--- src/rtl/bus_req_issuer.sv ---
// rtl/bus_req_issuer.sv - MESI miss/upgrade bus request issuer with victim writeback, HITM retry and snoop timeout
package bus_req_issuer_pkg;

    typedef enum logic [1:0] {
        BUS_READ       = 2'd0,
        BUS_WRITE      = 2'd1,
        BUS_INVALIDATE = 2'd2,
        BUS_RWIM       = 2'd3
    } bus_operation_e;

    typedef enum logic [1:0] {
        SNOOP_NOHIT = 2'd0,
        SNOOP_HIT   = 2'd1,
        SNOOP_HITM  = 2'd2
    } snoop_result_e;

    typedef enum logic [1:0] {
        MESI_I = 2'd0,
        MESI_S = 2'd1,
        MESI_E = 2'd2,
        MESI_M = 2'd3
    } mesi_e;

    localparam logic [1:0] KIND_RD_MISS  = 2'd0;
    localparam logic [1:0] KIND_WR_MISS  = 2'd1;
    localparam logic [1:0] KIND_WR_HIT_S = 2'd2;
    localparam logic [1:0] KIND_RESERVED = 2'd3;

endpackage

module bus_req_issuer
    import bus_req_issuer_pkg::*;
#(
    parameter int TIMEOUT   = 16,
    parameter int MAX_RETRY = 3,
    parameter int RETRY_GAP = 2
) (
    input  logic           clk,
    input  logic           rst,
    input  logic           req_valid,
    output logic           req_ready,
    input  logic [1:0]     req_kind,
    input  logic [31:0]    req_addr,
    input  logic           victim_dirty,
    input  logic [31:0]    victim_addr,
    output logic           bus_valid,
    input  logic           bus_ready,
    output bus_operation_e bus_op,
    output logic [31:0]    bus_addr,
    input  logic           snoop_valid,
    input  snoop_result_e  snoop_res,
    output logic           done_valid,
    output mesi_e          done_state,
    output logic           err
);

    localparam int WW = (TIMEOUT > 1) ? $clog2(TIMEOUT) : 1;
    localparam int RW = (MAX_RETRY > 0) ? $clog2(MAX_RETRY + 1) : 1;
    localparam int GW = (RETRY_GAP > 1) ? $clog2(RETRY_GAP) : 1;

    localparam logic [WW-1:0] WAIT_LAST  = WW'(TIMEOUT - 1);
    localparam logic [RW-1:0] RETRY_LAST = RW'(MAX_RETRY);
    localparam logic [GW-1:0] GAP_LAST   = GW'(RETRY_GAP - 1);

    typedef enum logic [2:0] {
        S_IDLE     = 3'd0,
        S_WB_ISSUE = 3'd1,
        S_OP_ISSUE = 3'd2,
        S_OP_WAIT  = 3'd3,
        S_RETRY    = 3'd4,
        S_DONE     = 3'd5
    } state_e;

    state_e          state;
    logic [1:0]      kind_q;
    logic [31:0]     addr_q;
    logic [WW-1:0]   wait_cnt;
    logic [RW-1:0]   retry_cnt;
    logic [GW-1:0]   gap_cnt;

    function automatic bus_operation_e op_for_kind(input logic [1:0] kind);
        case (kind)
            KIND_WR_MISS:  return BUS_RWIM;
            KIND_WR_HIT_S: return BUS_INVALIDATE;
            default:       return BUS_READ;
        endcase
    endfunction

    function automatic mesi_e install_state(input bus_operation_e op, input snoop_result_e res);
        if (op == BUS_READ)
            return (res == SNOOP_HIT) ? MESI_S : MESI_E;
        return MESI_M;
    endfunction

    // Gated by rst so the handshake is closed while reset is held.
    assign req_ready = (state == S_IDLE) && !rst;

    always_ff @(posedge clk or posedge rst) begin
        if (rst) begin
            state      <= S_IDLE;
            kind_q     <= 2'd0;
            addr_q     <= 32'd0;
            wait_cnt   <= '0;
            retry_cnt  <= '0;
            gap_cnt    <= '0;
            bus_valid  <= 1'b0;
            bus_op     <= BUS_READ;
            bus_addr   <= 32'd0;
            done_valid <= 1'b0;
            done_state <= MESI_I;
            err        <= 1'b0;
        end else begin
            done_valid <= 1'b0;
            err        <= 1'b0;
            case (state)
                S_IDLE: begin
                    if (req_valid) begin
                        kind_q    <= req_kind;
                        addr_q    <= req_addr;
                        wait_cnt  <= '0;
                        retry_cnt <= '0;
                        gap_cnt   <= '0;
                        if (req_kind == KIND_RESERVED) begin
                            state      <= S_DONE;
                            done_valid <= 1'b1;
                            done_state <= MESI_I;
                            err        <= 1'b1;
                        end else if (victim_dirty) begin
                            state     <= S_WB_ISSUE;
                            bus_valid <= 1'b1;
                            bus_op    <= BUS_WRITE;
                            bus_addr  <= victim_addr;
                        end else begin
                            state     <= S_OP_ISSUE;
                            bus_valid <= 1'b1;
                            bus_op    <= op_for_kind(req_kind);
                            bus_addr  <= req_addr;
                        end
                    end
                end
                S_WB_ISSUE: begin
                    // Writeback needs no snoop; the real op goes out back-to-back.
                    if (bus_ready) begin
                        state    <= S_OP_ISSUE;
                        bus_op   <= op_for_kind(kind_q);
                        bus_addr <= addr_q;
                    end
                end
                S_OP_ISSUE: begin
                    if (bus_ready) begin
                        state     <= S_OP_WAIT;
                        bus_valid <= 1'b0;
                        wait_cnt  <= '0;
                    end
                end
                S_OP_WAIT: begin
                    if (snoop_valid) begin
                        if (snoop_res == SNOOP_HITM && bus_op != BUS_INVALIDATE) begin
                            if (retry_cnt == RETRY_LAST) begin
                                state      <= S_DONE;
                                done_valid <= 1'b1;
                                done_state <= MESI_I;
                                err        <= 1'b1;
                            end else begin
                                retry_cnt <= retry_cnt + 1'b1;
                                gap_cnt   <= '0;
                                if (RETRY_GAP == 0) begin
                                    state     <= S_OP_ISSUE;
                                    bus_valid <= 1'b1;
                                end else begin
                                    state <= S_RETRY;
                                end
                            end
                        end else begin
                            state      <= S_DONE;
                            done_valid <= 1'b1;
                            done_state <= install_state(bus_op, snoop_res);
                        end
                    end else if (wait_cnt == WAIT_LAST) begin
                        state      <= S_DONE;
                        done_valid <= 1'b1;
                        done_state <= MESI_I;
                        err        <= 1'b1;
                    end else begin
                        wait_cnt <= wait_cnt + 1'b1;
                    end
                end
                S_RETRY: begin
                    // bus_op/bus_addr still hold the original op, so reissue only raises valid.
                    if (gap_cnt == GAP_LAST) begin
                        state     <= S_OP_ISSUE;
                        bus_valid <= 1'b1;
                    end else begin
                        gap_cnt <= gap_cnt + 1'b1;
                    end
                end
                S_DONE: begin
                    state      <= S_IDLE;
                    done_state <= MESI_I;
                end
                default: begin
                    state     <= S_IDLE;
                    bus_valid <= 1'b0;
                end
            endcase
        end
    end

endmodule
--- config.mk ---
export PLATFORM = sky130hd
export DESIGN_NAME = bus_req_issuer
export DESIGN_NICKNAME = d
export VERILOG_FILES = /design/src/rtl/bus_req_issuer.sv
export SDC_FILE = /design/constraint.sdc
export NUM_CORES = 1
export LEC_CHECK = 0
export CAP_MARGIN = 20
export CORE_AREA = 5 5 96 98
export DETAILED_ROUTE_END_ITERATION = 10
export DIE_AREA = 0 0 101 103
export HOLD_SLACK_MARGIN = 0.03
export PLACE_DENSITY = 0.88
export SLEW_MARGIN = 20
export SYNTH_ARGS = -nofsm -noshare
export SYNTH_HDL_FRONTEND = slang
export SYNTH_SLANG_ARGS = --single-unit
--- constraint.sdc ---
create_clock -name clk -period 6.4 [get_ports clk]
set_input_delay 0.96 -clock clk [delete_from_list [all_inputs] [get_ports clk]]
set_output_delay 0.96 -clock clk [all_outputs]
set_load 0.005 [all_outputs]
==> report_table.html, run 1 <==
<table>
<tr><th>Metric</th><th>Value</th></tr>
<tr><th colspan="2">Outcome</th></tr>
<tr><td>Outcome</td><td>complete, no violations</td></tr>
<tr><th colspan="2">STA</th></tr>
<tr><td>Total count of max-transition violations in the final report</td><td>0</td></tr>
<tr><td>Period minus WS final</td><td>3100 ps</td></tr>
<tr><td>Setup repair after global routing missed its margin</td><td>false</td></tr>
<tr><td>Final hold violation count</td><td>0</td></tr>
<tr><td>Worst Tran Pin Value</td><td>1110 ps</td></tr>
<tr><td>Setup-violating endpoint count in the final report</td><td>0</td></tr>
<tr><td>Sum Neg Setup Slack</td><td>0 ps</td></tr>
<tr><td>Peak clock frequency supported by timing</td><td>323 MHz</td></tr>
<tr><td>Normalized max-slew margin</td><td>0.257</td></tr>
<tr><td>Share of the cycle needed by the critical path after routing</td><td>0.484</td></tr>
<tr><td>Worst Clk Skew</td><td>16.3 ps</td></tr>
<tr><td>Worst Hold Slack</td><td>487 ps</td></tr>
<tr><th colspan="2">Drt</th></tr>
<tr><td>Vias per std cell</td><td>5.39</td></tr>
<tr><td>Total via count after detailed routing</td><td>3353</td></tr>
<tr><td>Detail-routed net length per standard cell</td><td>15.9 um</td></tr>
<tr><td>Wire length reported by the detailed router</td><td>9.86 mm</td></tr>
<tr><td>Drt first-iter violations</td><td>117</td></tr>
<tr><td>Antenna-violating nets left</td><td>0</td></tr>
<tr><td>Pre-Repair DR Iteration Count</td><td>4</td></tr>
<tr><td>DRC Markers</td><td>0</td></tr>
<tr><th colspan="2">Clock tree</th></tr>
<tr><td>Number of gates resized after cts</td><td>0</td></tr>
<tr><td>Clock-pin transition on the worst setup and hold timing paths</td><td>80 ps</td></tr>
<tr><td>Total CTS buffers</td><td>9</td></tr>
<tr><td>Hold-fix buffer count after cts</td><td>0</td></tr>
<tr><td>Latest clock arrival within the worst-skew pair</td><td>340 ps</td></tr>
<tr><td>Setup bufs post-CTS</td><td>0</td></tr>
<tr><td>Clock sink count</td><td>83</td></tr>
<tr><td>Max Buffers Root-to-Sink</td><td>2</td></tr>
<tr><td>Max H-tree Level</td><td>3</td></tr>
<tr><td>TritonCTS clock tree</td><td>built</td></tr>
<tr><td>Library cell used as clock root buffer</td><td>sky130_fd_sc_hd__clkbuf_8</td></tr>
<tr><th colspan="2">Placed design</th></tr>
<tr><td>DPL Wire Length</td><td>6.95 mm</td></tr>
<tr><td>Count of input and output buffers</td><td>113</td></tr>
<tr><td>Final weighted congestion in routability-driven placement</td><td>0.910</td></tr>
<tr><td>Post-placement cell area</td><td>5310 um2</td></tr>
<tr><td>Inst Count DP</td><td>607</td></tr>
<tr><th colspan="2">Synth</th></tr>
<tr><td>Yosys reg bits</td><td>83</td></tr>
<tr><td>Share of synthesized flip-flops with an asynchronous set or reset</td><td>1.00</td></tr>
<tr><td>Mean post-synth cell area</td><td>10.2 um2</td></tr>
<tr><td>Cells taking the most area after synthesis</td><td>sky130_fd_sc_hd__dfrtp_1 50%, sky130_fd_sc_hd__mux2_2 8.9%, sky130_fd_sc_hd__mux2i_1 8.4%</td></tr>
<tr><td>Yosys warning count</td><td>0</td></tr>
<tr><td>Basic-gate share of the synthesized area counting and, or, nand and nor cells</td><td>0.119</td></tr>
<tr><td>Synthesized-area fraction occupied by xor and xnor cells</td><td>0</td></tr>
<tr><td>Commonest register cell after synthesis</td><td>sky130_fd_sc_hd__dfrtp_1</td></tr>
<tr><td>Net Count, Synth</td><td>489</td></tr>
<tr><td>Mux cell area share after synthesis</td><td>0.173</td></tr>
<tr><td>Cell type with the highest aggregate area in the netlist</td><td>sky130_fd_sc_hd__dfrtp_1</td></tr>
<tr><td>Sequential share of the synthesized area</td><td>0.499</td></tr>
<tr><td>Post-synth cell types</td><td>42</td></tr>
<tr><td>Mapped Cells</td><td>410</td></tr>
<tr><td>Fraction of the mapped netlist area in compound gates</td><td>0.144</td></tr>
<tr><td>Adder and majority cell fraction of the synthesized area</td><td>0.0150</td></tr>
<tr><td>Number of enable-type register cells in the synthesized netlist</td><td>0</td></tr>
<tr><td>Area share of the largest cell type after synthesis</td><td>0.499</td></tr>
<tr><td>Post-Syn Area</td><td>4170 um2</td></tr>
<tr><td>Largest family of logic cells by synthesized area</td><td>multiplexers</td></tr>
<tr><th colspan="2">Cells and area</th></tr>
<tr><td>Storage element area</td><td>2080 um2</td></tr>
<tr><td>Cell area after layout</td><td>5520 um2</td></tr>
<tr><td>Antenna Cells</td><td>0</td></tr>
<tr><td>Area of the multi-input gates</td><td>1890 um2</td></tr>
<tr><td>Proportion of layout cells with a drive suffix above 1</td><td>0.113</td></tr>
<tr><td>Number of standard cells in the final layout excluding fillers</td><td>622</td></tr>
<tr><td>Fill count</td><td>667</td></tr>
<tr><td>Layout-stage area growth over the synthesis result</td><td>32.6%</td></tr>
<tr><td>Layout Nets</td><td>589</td></tr>
<tr><th colspan="2">Worst hold path</th></tr>
<tr><td>Worst hold path type</td><td>register to register</td></tr>
<tr><th colspan="2">GRT</th></tr>
<tr><td>Largest net degree at the start of global routing</td><td>84</td></tr>
<tr><td>Total global routing track utilization</td><td>0.195</td></tr>
<tr><td>Global-route wire length before repair</td><td>16.2 mm</td></tr>
<tr><td>Number of antenna violations at the first check in global routing</td><td>0</td></tr>
<tr><td>Number of global-route vias before repair</td><td>3440</td></tr>
<tr><td>GRT Residual Overflow</td><td>0</td></tr>
<tr><th colspan="2">Worst setup path</th></tr>
<tr><td>Type of element launching the critical path</td><td>input pin</td></tr>
<tr><td>Kind of critical path</td><td>input pin to primary output</td></tr>
<tr><td>Data required time of the worst path</td><td>5440 ps</td></tr>
<tr><td>CP Data Arrival Time</td><td>2140 ps</td></tr>
<tr><td>Category of the worst setup path capture point</td><td>primary output</td></tr>
<tr><td>Largest fanout on the critical path</td><td>2</td></tr>
<tr><th colspan="2">Floorplan</th></tr>
<tr><td>Number of ports placed on the die boundary</td><td>114</td></tr>
<tr><td>Horizontal die dimension</td><td>101 um</td></tr>
<tr><td>Number of cell rows</td><td>34</td></tr>
<tr><td>Area of the core</td><td>8380 um2</td></tr>
<tr><td>Overall die area</td><td>10400 um2</td></tr>
<tr><td>Chip Height</td><td>103 um</td></tr>
<tr><td>Effective utilization at floorplan</td><td>0.497</td></tr>
<tr><th colspan="2">Power</th></tr>
<tr><td>VDD IR-drop max</td><td>195 uV</td></tr>
<tr><td>Static power due to leakage</td><td>2.40 nW</td></tr>
<tr><td>Power per cell area</td><td>430 nW/um2</td></tr>
<tr><th colspan="2">Flow run</th></tr>
<tr><td>Reported max-cap violation count</td><td>0</td></tr>
</table>
cell usage after synthesis (2+ instances only):
library cell and count:
sky130_fd_sc_hd__buf_2 13, sky130_fd_sc_hd__buf_4 8, sky130_fd_sc_hd__inv_1 11, sky130_fd_sc_hd__a21oi_1 40, sky130_fd_sc_hd__nand2b_1 3, sky130_fd_sc_hd__mux2i_1 35, sky130_fd_sc_hd__nand2_1 46, sky130_fd_sc_hd__nor2_1 41
sky130_fd_sc_hd__nand3_1 4, sky130_fd_sc_hd__ha_1 5, sky130_fd_sc_hd__and2_1 2, sky130_fd_sc_hd__a31oi_1 6, sky130_fd_sc_hd__mux2_2 33, sky130_fd_sc_hd__or3_1 2, sky130_fd_sc_hd__nor3b_1 2, sky130_fd_sc_hd__buf_6 2
sky130_fd_sc_hd__o21ai_1 7, sky130_fd_sc_hd__o21ai_0 36, sky130_fd_sc_hd__o31ai_1 2, sky130_fd_sc_hd__a32o_1 2, sky130_fd_sc_hd__nor2b_1 3, sky130_fd_sc_hd__clkbuf_1 5, sky130_fd_sc_hd__dfrtp_1 83
final timing paths:
| check | depth (start not counted) | slack, ps | from | to |
|---|---|---|---|---|
| max in group asynchronous | 3 | 4720 | rst | state[2] |
| worst min register to register | 2 | 490 | bus_addr[29] | bus_addr[29] |
| worst max register to register | 5 | 3640 | state[0] | bus_addr[14] |
| worst min-delay path | 2 | 490 | bus_addr[29] | bus_addr[29] |
| worst max-delay path | 3 | 3300 | rst | req_ready |
| min in group asynchronous | 3 | 1160 | rst | state[1] |
per-stage QoR:
| step | setup WS [ps] | utilization | total power [mW] |
|---|---|---|---|
| 2_1_floorplan | 3300 | - | 1.58 |
| 3_3_place_gp | 3040 | 0.633 | 1.93 |
| 3_5_place_dp | 2960 | 0.633 | 1.98 |
| 4_1_cts | 3300 | 0.659 | 2.40 |
| 5_1_grt | 3170 | 0.659 | 2.56 |
| 6_report | 3300 | 0.659 | 2.38 |
worst max-delay path: stages:
cell and delay [ps]:
sky130_fd_sc_hd__clkdlybuf4s50_1 440, sky130_fd_sc_hd__nor4_1 180, sky130_fd_sc_hd__clkdlybuf4s50_1 550
kinds of logic after synthesis:
group                      Yosys count
adders and majority gates            5
and+or+nand+nor                    110
muxes                               68
DFF                                 83
buffers and inverters               39
AOI/OAI and AO/OA                  105
layout make-up:
class                           count  share of cell area
Clock buffer                       11              0.0256
Clock inverter                      4              0.0134
Inverter                           11             0.00770
Multi-Input combinational cell    288               0.343
Sequential cell                    83               0.376
Tap cell                          108              0.0245
Timing Repair Buffer              117               0.210
report_power, final:
part           total [mW]  switching (mW)  internal, mW
sequential          0.958           0.186         0.772
combinational        1.01           0.469         0.536
clock               0.414           0.184         0.230
per-layer routing:
metal / up-vias / global-route usage / wire length [um] / share of wire
met5: - / 0 / 0 / 0
met4: 0 / 0.0562 / 153 / 0.016
li1: 1633 / - / - / -
met2: 115 / 0.323 / 4920 / 0.50
met1: 1590 / 0.255 / 4130 / 0.42
met3: 15 / 0.0514 / 657 / 0.067
layout by cell type, fill, tap and decap left out, drive strengths merged, types with 3 or more instances in the layout:
master and n:
ha 5, clkdlybuf4s50 112, mux2 33, inv 11
dfrtp 83, buf 5, nand2 46, o21ai 44
mux2i 35, a21oi 40, nor2 41, nor2b 3
nand2b 3, a31oi 6, nand3 4, nor3b 3
clkbuf 11
sequential cells by signal, summed over array words and instances, names as in the netlist:
signal	count
addr_q	32
bus_addr	32
bus_op	2
bus_valid	1
done_state	2
done_valid	1
err	1
gap_cnt	1
kind_q	2
retry_cnt	2
state	3
wait_cnt	4
(Power assumes the default switching activity.)
==> run 2: changes to the inputs <==
CORE_AREA = 5 5 104 106   (was 5 5 96 98)
DIE_AREA = 0 0 109 111   (was 0 0 101 103)
PLACE_DENSITY = 0.79   (was 0.88)
clock period = 2.55 ns   (was 6.4 ns; I/O delays follow)
==> run 2 against run 1 <==
Effect of this change: sequential power rose to 2.5 times the previous value; clock power grew 120%; design area increased by 1.6%; first-iteration DRC count fell by 29%; final cell count grew 4.5%; sequential cell count unchanged; critical endpoint unchanged; largest cell class unchanged; highest routed layer unchanged.
==> report_table.html, run 2 (synthesized netlist as in run 1, its figures left out) <==
<table>
<tr><th>Metric</th><th>Value</th></tr>
<tr><th colspan="2">GRT</th></tr>
<tr><td>Number of global-route vias before repair</td><td>3503 (+1.8%)</td></tr>
<tr><td>Largest net degree at the start of global routing</td><td>84 (unchanged)</td></tr>
<tr><td>Global-route wire length before repair</td><td>16.4 mm (+1.1%)</td></tr>
<tr><td>Total global routing track utilization</td><td>0.166 (-0.0287)</td></tr>
<tr><td>GRT Residual Overflow</td><td>0 (unchanged)</td></tr>
<tr><td>Number of antenna violations at the first check in global routing</td><td>0 (unchanged)</td></tr>
<tr><th colspan="2">STA</th></tr>
<tr><td>Period minus WS final</td><td>2290 ps</td></tr>
<tr><td>Worst Tran Pin Value</td><td>600 ps (-514 ps)</td></tr>
<tr><td>Normalized max-slew margin</td><td>0.600 (+0.343)</td></tr>
<tr><td>Setup repair after global routing missed its margin</td><td>false</td></tr>
<tr><td>Sum Neg Setup Slack</td><td>0 ps (unchanged)</td></tr>
<tr><td>Setup-violating endpoint count in the final report</td><td>0 (unchanged)</td></tr>
<tr><td>Peak clock frequency supported by timing</td><td>438 MHz</td></tr>
<tr><td>Worst Hold Slack</td><td>481 ps (-6.51 ps)</td></tr>
<tr><td>Share of the cycle needed by the critical path after routing</td><td>0.896</td></tr>
<tr><td>Final hold violation count</td><td>0 (unchanged)</td></tr>
<tr><td>Total count of max-transition violations in the final report</td><td>0 (unchanged)</td></tr>
<tr><td>Final critical-path setup slack</td><td>265 ps (-3040 ps)</td></tr>
<tr><td>Worst Clk Skew</td><td>5.92 ps (-10.4 ps)</td></tr>
<tr><th colspan="2">Floorplan</th></tr>
<tr><td>Chip Height</td><td>111 um (+7.8%)</td></tr>
<tr><td>Horizontal die dimension</td><td>109 um (+7.9%)</td></tr>
<tr><td>Overall die area</td><td>12100 um2 (+16%)</td></tr>
<tr><td>Area of the core</td><td>9680 um2 (+16%)</td></tr>
<tr><td>Number of ports placed on the die boundary</td><td>114 (unchanged)</td></tr>
<tr><td>Effective utilization at floorplan</td><td>0.430 (-0.0669)</td></tr>
<tr><td>Number of cell rows</td><td>36 (+5.9%)</td></tr>
<tr><th colspan="2">Worst setup path</th></tr>
<tr><td>Kind of critical path</td><td>register to primary output</td></tr>
<tr><td>Critical path's top delay family</td><td>flip-flops</td></tr>
<tr><td>Critical-path cell list</td><td>nor4_1, clkdlybuf4s50_1</td></tr>
<tr><td>Largest fanout on the critical path</td><td>19 (+17)</td></tr>
<tr><td>Worst Reg2Reg Path Length in Cells</td><td>5 (unchanged)</td></tr>
<tr><td>Worst setup path startpoint</td><td>state[0]</td></tr>
<tr><td>Launching point of the worst reg2reg path</td><td>state[0]</td></tr>
<tr><td>Category of the worst setup path capture point</td><td>primary output</td></tr>
<tr><td>CP Data Arrival Time</td><td>1900 ps (-240 ps)</td></tr>
<tr><td>Type of element launching the critical path</td><td>register</td></tr>
<tr><td>Data required time of the worst path</td><td>2170 ps (-3270 ps)</td></tr>
<tr><td>Register-to-Register Setup Slack</td><td>630 ps (-3010 ps)</td></tr>
<tr><td>Delay of the slowest cell on the worst path</td><td>610 ps (+60 ps)</td></tr>
<tr><td>Count of buffering cells on the critical path with inverters included</td><td>1 (-1)</td></tr>
<tr><td>CP max stage cell</td><td>sky130_fd_sc_hd__dfrtp_1</td></tr>
<tr><td>CP Depth</td><td>2 (-1)</td></tr>
<tr><th colspan="2">Cells and area</th></tr>
<tr><td>Number of standard cells in the final layout excluding fillers</td><td>650 (+4.5%)</td></tr>
<tr><td>Most frequent standard cell in the layout excluding fill and tap cells</td><td>sky130_fd_sc_hd__clkdlybuf4s50_1</td></tr>
<tr><td>Proportion of layout cells with a drive suffix above 1</td><td>0.120 (+0.00708)</td></tr>
<tr><td>Commonest non-fill, non-tap cells in the layout</td><td>112 x sky130_fd_sc_hd__clkdlybuf4s50_1, 83 x sky130_fd_sc_hd__dfrtp_1, 46 x sky130_fd_sc_hd__nand2_1, 41 x sky130_fd_sc_hd__nor2_1, 40 x sky130_fd_sc_hd__a21oi_1</td></tr>
<tr><td>Registers with the highest flip-flop counts</td><td>addr_q: 32 flops, bus_addr: 32 flops, wait_cnt: 4 flops</td></tr>
<tr><td>Cell area after layout</td><td>5610 um2 (+1.6%)</td></tr>
<tr><td>Layout Nets</td><td>592 (+0.51%)</td></tr>
<tr><td>Antenna Cells</td><td>0 (unchanged)</td></tr>
<tr><td>Layout-stage area growth over the synthesis result</td><td>34.7%</td></tr>
<tr><th colspan="2">Outcome</th></tr>
<tr><td>Outcome</td><td>complete, no violations</td></tr>
<tr><th colspan="2">Clock tree</th></tr>
<tr><td>Latest clock arrival within the worst-skew pair</td><td>340 ps (about the same)</td></tr>
<tr><td>Number of gates resized after cts</td><td>0 (unchanged)</td></tr>
<tr><td>Clock-pin transition on the worst setup and hold timing paths</td><td>90 ps (about the same)</td></tr>
<tr><td>Total CTS buffers</td><td>9 (unchanged)</td></tr>
<tr><td>Setup bufs post-CTS</td><td>0 (unchanged)</td></tr>
<tr><td>Max Buffers Root-to-Sink</td><td>2 (unchanged)</td></tr>
<tr><td>TritonCTS clock tree</td><td>built</td></tr>
<tr><td>Library cell used as clock root buffer</td><td>sky130_fd_sc_hd__clkbuf_8</td></tr>
<tr><td>Max H-tree Level</td><td>3 (unchanged)</td></tr>
<tr><td>Hold-fix buffer count after cts</td><td>0 (unchanged)</td></tr>
<tr><td>Clock sink count</td><td>83 (unchanged)</td></tr>
<tr><th colspan="2">Power</th></tr>
<tr><td>VDD IR-drop max</td><td>378 uV (+94%)</td></tr>
<tr><td>Power per cell area</td><td>1050 nW/um2 (+140%)</td></tr>
<tr><td>Net switching power</td><td>2.11 mW (+150%)</td></tr>
<tr><td>Logic pwr share</td><td>0.437 (+0.014)</td></tr>
<tr><td>Part of the total power dissipated in sequential elements</td><td>0.408 (+0.005)</td></tr>
<tr><td>Share of power burned in the clock network</td><td>0.156 (-0.018)</td></tr>
<tr><td>Switching share of total power</td><td>0.357 (+0.00429)</td></tr>
<tr><td>Static power due to leakage</td><td>2.41 nW (+0.55%)</td></tr>
<tr><td>Internal power summed over all cells</td><td>3.79 mW (+150%)</td></tr>
<tr><th colspan="2">Drt</th></tr>
<tr><td>Detail-routed net length per standard cell</td><td>15.1 um (-5.0%)</td></tr>
<tr><td>Wire length reported by the detailed router</td><td>9.79 mm (-0.72%)</td></tr>
<tr><td>Detailed route wirelength on metal2</td><td>4.75 mm (-3.4%)</td></tr>
<tr><td>Pre-Repair DR Iteration Count</td><td>4 (unchanged)</td></tr>
<tr><td>M1 WL</td><td>4.29 mm (+3.8%)</td></tr>
<tr><td>Vias per std cell</td><td>5.20 (-3.5%)</td></tr>
<tr><td>DRC Markers</td><td>0 (unchanged)</td></tr>
<tr><td>Drt first-iter violations</td><td>83 (-29%)</td></tr>
<tr><td>Antenna-violating nets left</td><td>0 (unchanged)</td></tr>
<tr><td>Max layer used</td><td>met4</td></tr>
<tr><td>Total via count after detailed routing</td><td>3380 (+0.81%)</td></tr>
<tr><td>Detailed route wirelength on metal3</td><td>601 um (-8.5%)</td></tr>
<tr><th colspan="2">Placed design</th></tr>
<tr><td>Final weighted congestion in routability-driven placement</td><td>0.820 (-9.9%)</td></tr>
<tr><td>DPL Wire Length</td><td>6.95 mm (about the same)</td></tr>
<tr><td>Count of input and output buffers</td><td>113 (unchanged)</td></tr>
<tr><td>Pre-CTS setup slack</td><td>380 ps (-2580 ps)</td></tr>
<tr><td>Inst Count DP</td><td>635 (+4.6%)</td></tr>
<tr><td>Post-placement cell area</td><td>5420 um2 (+2.2%)</td></tr>
<tr><th colspan="2">Worst hold path</th></tr>
<tr><td>WHS Path Cells</td><td>2 (unchanged)</td></tr>
<tr><td>Worst hold path type</td><td>register to register</td></tr>
<tr><td>Hold path start</td><td>bus_addr[10]</td></tr>
<tr><th colspan="2">Flow run</th></tr>
<tr><td>Reported max-cap violation count</td><td>0 (unchanged)</td></tr>
</table>
run 2: cell count changes in the layout (fill, tap and decap cells not counted):
cell	previous run	this run
sky130_fd_sc_hd__buf_6	1	0
sky130_fd_sc_hd__buf_4	3	2
sky130_fd_sc_hd__bufinv_16	2	1
sky130_fd_sc_hd__clkbuf_8	10	9
sky130_fd_sc_hd__clkbuf_1	1	0
sky130_fd_sc_hd__clkinvlp_4	0	3
sky130_fd_sc_hd__buf_12	0	5
run 2: worst min-delay path, stage by stage (launching register included):
cell and delay [ps]:
sky130_fd_sc_hd__dfrtp_1 350, sky130_fd_sc_hd__nand2_1 40, sky130_fd_sc_hd__o21ai_0 60
run 2: power groups by stage:
stage | Clock (mW) | Combinational (mW) | Sequential (mW)
3_3_place_gp | 0 | 2.53 | 2.40
5_1_grt | 1.01 | 2.89 | 2.49
6_report | 0.919 | 2.58 | 2.41
4_1_cts | 0.950 | 2.63 | 2.40
2_1_floorplan | 0 | 1.69 | 2.26
3_5_place_dp | 0 | 2.63 | 2.42
run 2: worst paths after layout:
check / to
worst max-delay path: req_ready
worst min-delay path: bus_addr[10]
worst max register to register: bus_addr[31]
worst min register to register: bus_addr[10]
max in group asynchronous: bus_addr[1]
min in group asynchronous: kind_q[0]
run 2: metrics by stage:
stage | power [mW] | utilization
after floorplan | 3.95 | -
after global placement | 4.93 | 0.560
after detailed placement | 5.05 | 0.560
after CTS | 5.98 | 0.579
after global routing | 6.39 | 0.579
final | 5.90 | 0.579
run 2: routing by layer:
layer / global-route usage / vias up
met5: 0 / -
met2: 0.264 / 105
li1: - / 1646
met1: 0.221 / 1617
met3: 0.0408 / 12
met4: 0.0572 / 0
run 2: layout make-up:
class	instances	area (um2)
timing repair buffer	120	1240
clock inverter	6	66.3
inverter	11	42.5
multi-input combinational	288	1890
sequential	83	2080
fill	848	4070
clock buffer	9	124
tap	133	166
==> run 3: changes to the inputs <==
ABC_CLOCK_PERIOD_IN_PS = 2550   (was default)
CORE_AREA = 2 2 101 103   (was 5 5 104 106)
DIE_AREA = 0 0 103 105   (was 0 0 109 111)
==> run 3 against run 2 <==
Effect of this change: register-to-register slack about the same; critical path depth is the same; global-route usage is 1.8 points higher; critical path type unchanged; critical endpoint unchanged.
==> report_table.html, run 3 (synthesized netlist as in run 1, its figures left out) <==
<table>
<tr><th>Metric</th><th>Value</th></tr>
<tr><th colspan="2">Outcome</th></tr>
<tr><td>Outcome</td><td>complete, no violations</td></tr>
<tr><th colspan="2">Clock tree</th></tr>
<tr><td>TritonCTS clock tree</td><td>built</td></tr>
<tr><td>Total CTS buffers</td><td>9 (unchanged)</td></tr>
<tr><td>Hold-fix buffer count after cts</td><td>0 (unchanged)</td></tr>
<tr><td>Library cell used as clock root buffer</td><td>sky130_fd_sc_hd__clkbuf_8</td></tr>
<tr><td>Number of gates resized after cts</td><td>0 (unchanged)</td></tr>
<tr><td>Max Buffers Root-to-Sink</td><td>2 (unchanged)</td></tr>
<tr><td>Clock sink count</td><td>83 (unchanged)</td></tr>
<tr><td>Max H-tree Level</td><td>3 (unchanged)</td></tr>
<tr><td>Latest clock arrival within the worst-skew pair</td><td>360 ps (+20 ps)</td></tr>
<tr><td>Clock-pin transition on the worst setup and hold timing paths</td><td>90 ps (about the same)</td></tr>
<tr><td>Setup bufs post-CTS</td><td>0 (unchanged)</td></tr>
<tr><th colspan="2">Worst setup path</th></tr>
<tr><td>CP Data Arrival Time</td><td>1870 ps (-30 ps)</td></tr>
<tr><td>Critical-path cell list</td><td>nor4_1, clkdlybuf4s50_1</td></tr>
<tr><td>Data required time of the worst path</td><td>2170 ps (about the same)</td></tr>
<tr><td>CP max stage cell</td><td>sky130_fd_sc_hd__dfrtp_1</td></tr>
<tr><td>Kind of critical path</td><td>register to primary output</td></tr>
<tr><td>Largest fanout on the critical path</td><td>19 (unchanged)</td></tr>
<tr><td>Type of element launching the critical path</td><td>register</td></tr>
<tr><td>Category of the worst setup path capture point</td><td>primary output</td></tr>
<tr><td>Delay of the slowest cell on the worst path</td><td>600 ps (about the same)</td></tr>
<tr><th colspan="2">STA</th></tr>
<tr><td>Setup repair after global routing missed its margin</td><td>false</td></tr>
<tr><td>Worst Tran Pin Value</td><td>595 ps (-5.33 ps)</td></tr>
<tr><td>Total count of max-transition violations in the final report</td><td>0 (unchanged)</td></tr>
<tr><td>Normalized max-slew margin</td><td>0.603 (+0.00356)</td></tr>
<tr><td>Setup-violating endpoint count in the final report</td><td>0 (unchanged)</td></tr>
<tr><td>Worst Clk Skew</td><td>13.0 ps (+7.09 ps)</td></tr>
<tr><td>Peak clock frequency supported by timing</td><td>445 MHz (+1.6%)</td></tr>
<tr><td>Share of the cycle needed by the critical path after routing</td><td>0.882 (-0.0140)</td></tr>
<tr><td>Worst Hold Slack</td><td>345 ps (-135 ps)</td></tr>
<tr><td>Final hold violation count</td><td>0 (unchanged)</td></tr>
<tr><td>Sum Neg Setup Slack</td><td>0 ps (unchanged)</td></tr>
<tr><td>Period minus WS final</td><td>2250 ps (-35.6 ps)</td></tr>
<tr><th colspan="2">Placed design</th></tr>
<tr><td>DPL Wire Length</td><td>6.86 mm (-1.3%)</td></tr>
<tr><td>Count of input and output buffers</td><td>113 (unchanged)</td></tr>
<tr><td>Post-placement cell area</td><td>5420 um2 (about the same)</td></tr>
<tr><td>Final weighted congestion in routability-driven placement</td><td>0.877 (+7.0%)</td></tr>
<tr><th colspan="2">Drt</th></tr>
<tr><td>Detailed route wirelength on metal3</td><td>590 um (-1.8%)</td></tr>
<tr><td>Wire length reported by the detailed router</td><td>9.50 mm (-3.0%)</td></tr>
<tr><td>Total via count after detailed routing</td><td>3365 (-0.44%)</td></tr>
<tr><td>Max layer used</td><td>met4</td></tr>
<tr><td>Detail-routed net length per standard cell</td><td>14.6 um (-3.3%)</td></tr>
<tr><td>Vias per std cell</td><td>5.16 (-0.75%)</td></tr>
<tr><td>Detailed route wirelength on metal2</td><td>4.60 mm (-3.3%)</td></tr>
<tr><td>M1 WL</td><td>4.14 mm (-3.5%)</td></tr>
<tr><td>Antenna-violating nets left</td><td>0 (unchanged)</td></tr>
<tr><td>DRC Markers</td><td>0 (unchanged)</td></tr>
<tr><td>Drt first-iter violations</td><td>94 (+13%)</td></tr>
<tr><td>Pre-Repair DR Iteration Count</td><td>4 (unchanged)</td></tr>
<tr><th colspan="2">Flow run</th></tr>
<tr><td>Reported max-cap violation count</td><td>0 (unchanged)</td></tr>
<tr><th colspan="2">Cells and area</th></tr>
<tr><td>Cell area after layout</td><td>5600 um2 (-0.22%)</td></tr>
<tr><td>Fill count</td><td>853 (+0.59%)</td></tr>
<tr><td>Antenna Cells</td><td>0 (unchanged)</td></tr>
<tr><td>Proportion of layout cells with a drive suffix above 1</td><td>0.123 (+0.00339)</td></tr>
<tr><td>Commonest non-fill, non-tap cells in the layout</td><td>112 x sky130_fd_sc_hd__clkdlybuf4s50_1, 83 x sky130_fd_sc_hd__dfrtp_1, 46 x sky130_fd_sc_hd__nand2_1, 41 x sky130_fd_sc_hd__nor2_1, 40 x sky130_fd_sc_hd__a21oi_1</td></tr>
<tr><td>Layout Nets</td><td>593 (+0.17%)</td></tr>
<tr><td>Layout-stage area growth over the synthesis result</td><td>34.4%</td></tr>
<tr><td>Most frequent standard cell in the layout excluding fill and tap cells</td><td>sky130_fd_sc_hd__clkdlybuf4s50_1</td></tr>
<tr><td>Registers with the highest flip-flop counts</td><td>addr_q: 32 flops, bus_addr: 32 flops, wait_cnt: 4 flops</td></tr>
<tr><th colspan="2">Worst hold path</th></tr>
<tr><td>Worst hold path type</td><td>input pin to async pin</td></tr>
<tr><th colspan="2">Power</th></tr>
<tr><td>Power per cell area</td><td>1050 nW/um2 (-0.54%)</td></tr>
<tr><td>Static power due to leakage</td><td>2.42 nW (+0.27%)</td></tr>
<tr><td>VDD IR-drop max</td><td>451 uV (+19%)</td></tr>
<tr><th colspan="2">Floorplan</th></tr>
<tr><td>Chip Height</td><td>105 um (-5.4%)</td></tr>
<tr><td>Number of ports placed on the die boundary</td><td>114 (unchanged)</td></tr>
<tr><td>Overall die area</td><td>10800 um2 (-11%)</td></tr>
<tr><td>Number of cell rows</td><td>36 (unchanged)</td></tr>
<tr><td>Effective utilization at floorplan</td><td>0.432 (+0.00201)</td></tr>
<tr><td>Area of the core</td><td>9640 um2 (-0.47%)</td></tr>
<tr><td>Horizontal die dimension</td><td>103 um (-5.5%)</td></tr>
<tr><th colspan="2">GRT</th></tr>
<tr><td>GRT Residual Overflow</td><td>0 (unchanged)</td></tr>
<tr><td>Global-route wire length before repair</td><td>15.8 mm (-3.4%)</td></tr>
<tr><td>Total global routing track utilization</td><td>0.185 (+0.0184)</td></tr>
<tr><td>Number of global-route vias before repair</td><td>3464 (-1.1%)</td></tr>
<tr><td>Largest net degree at the start of global routing</td><td>69 (-18%)</td></tr>
<tr><td>Number of antenna violations at the first check in global routing</td><td>0 (unchanged)</td></tr>
</table>
-- run 3: worst paths after layout --
path / startpoint / endpoint / slack, ps / cells past startpoint
max: state[0] / req_ready / 300 / 2
min: rst / state[1] / 350 / 2
max reg2reg: state[1] / wait_cnt[3] / 620 / 4
min reg2reg: bus_addr[1] / bus_addr[1] / 490 / 2
max in group asynchronous: rst / addr_q[15] / 1620 / 3
min in group clk: bus_addr[1] / bus_addr[1] / 490 / 2
-- run 3: layout make-up --
cell class | count | area (um2) | share of cell area
clock buffer | 9 | 124 | 0.0221
clock inverter | 7 | 58.8 | 0.0105
inverter | 11 | 42.5 | 0.00760
multi-input combinational | 288 | 1890 | 0.338
sequential | 83 | 2080 | 0.371
tap | 133 | 166 | 0.0297
timing repair buffer | 121 | 1240 | 0.221
-- run 3: routing by layer --
metal | track usage | up-vias
li1 | - | 1648
met1 | 0.237 | 1598
met2 | 0.296 | 105
met3 | 0.0488 | 14
met4 | 0.0724 | 0
met5 | 0 | -
-- run 3: worst max-delay path, delay by kind of cell, from the launching register on --
kind          cells  cell delay [ps]
flops             1              600
simple gates      1              360
buf+inv           1              550
-- run 3: stage by stage --
stage          utilization  total power [mW]  cells  setup slack, ps
6_report             0.581              5.86    652              301
3_3_place_gp         0.562              4.90    636              483
2_1_floorplan            -              3.95    410             30.7
4_1_cts              0.581              5.92    652              297
3_5_place_dp         0.562              5.02    636              387
5_1_grt              0.581              6.32    652              169
-- run 3: report_power, final --
part           switching (mW)  total, mW  internal (mW)
clock network           0.529      0.900          0.371
registers               0.466       2.40           1.94
logic                    1.16       2.55           1.39
total                    2.15       5.86           3.70
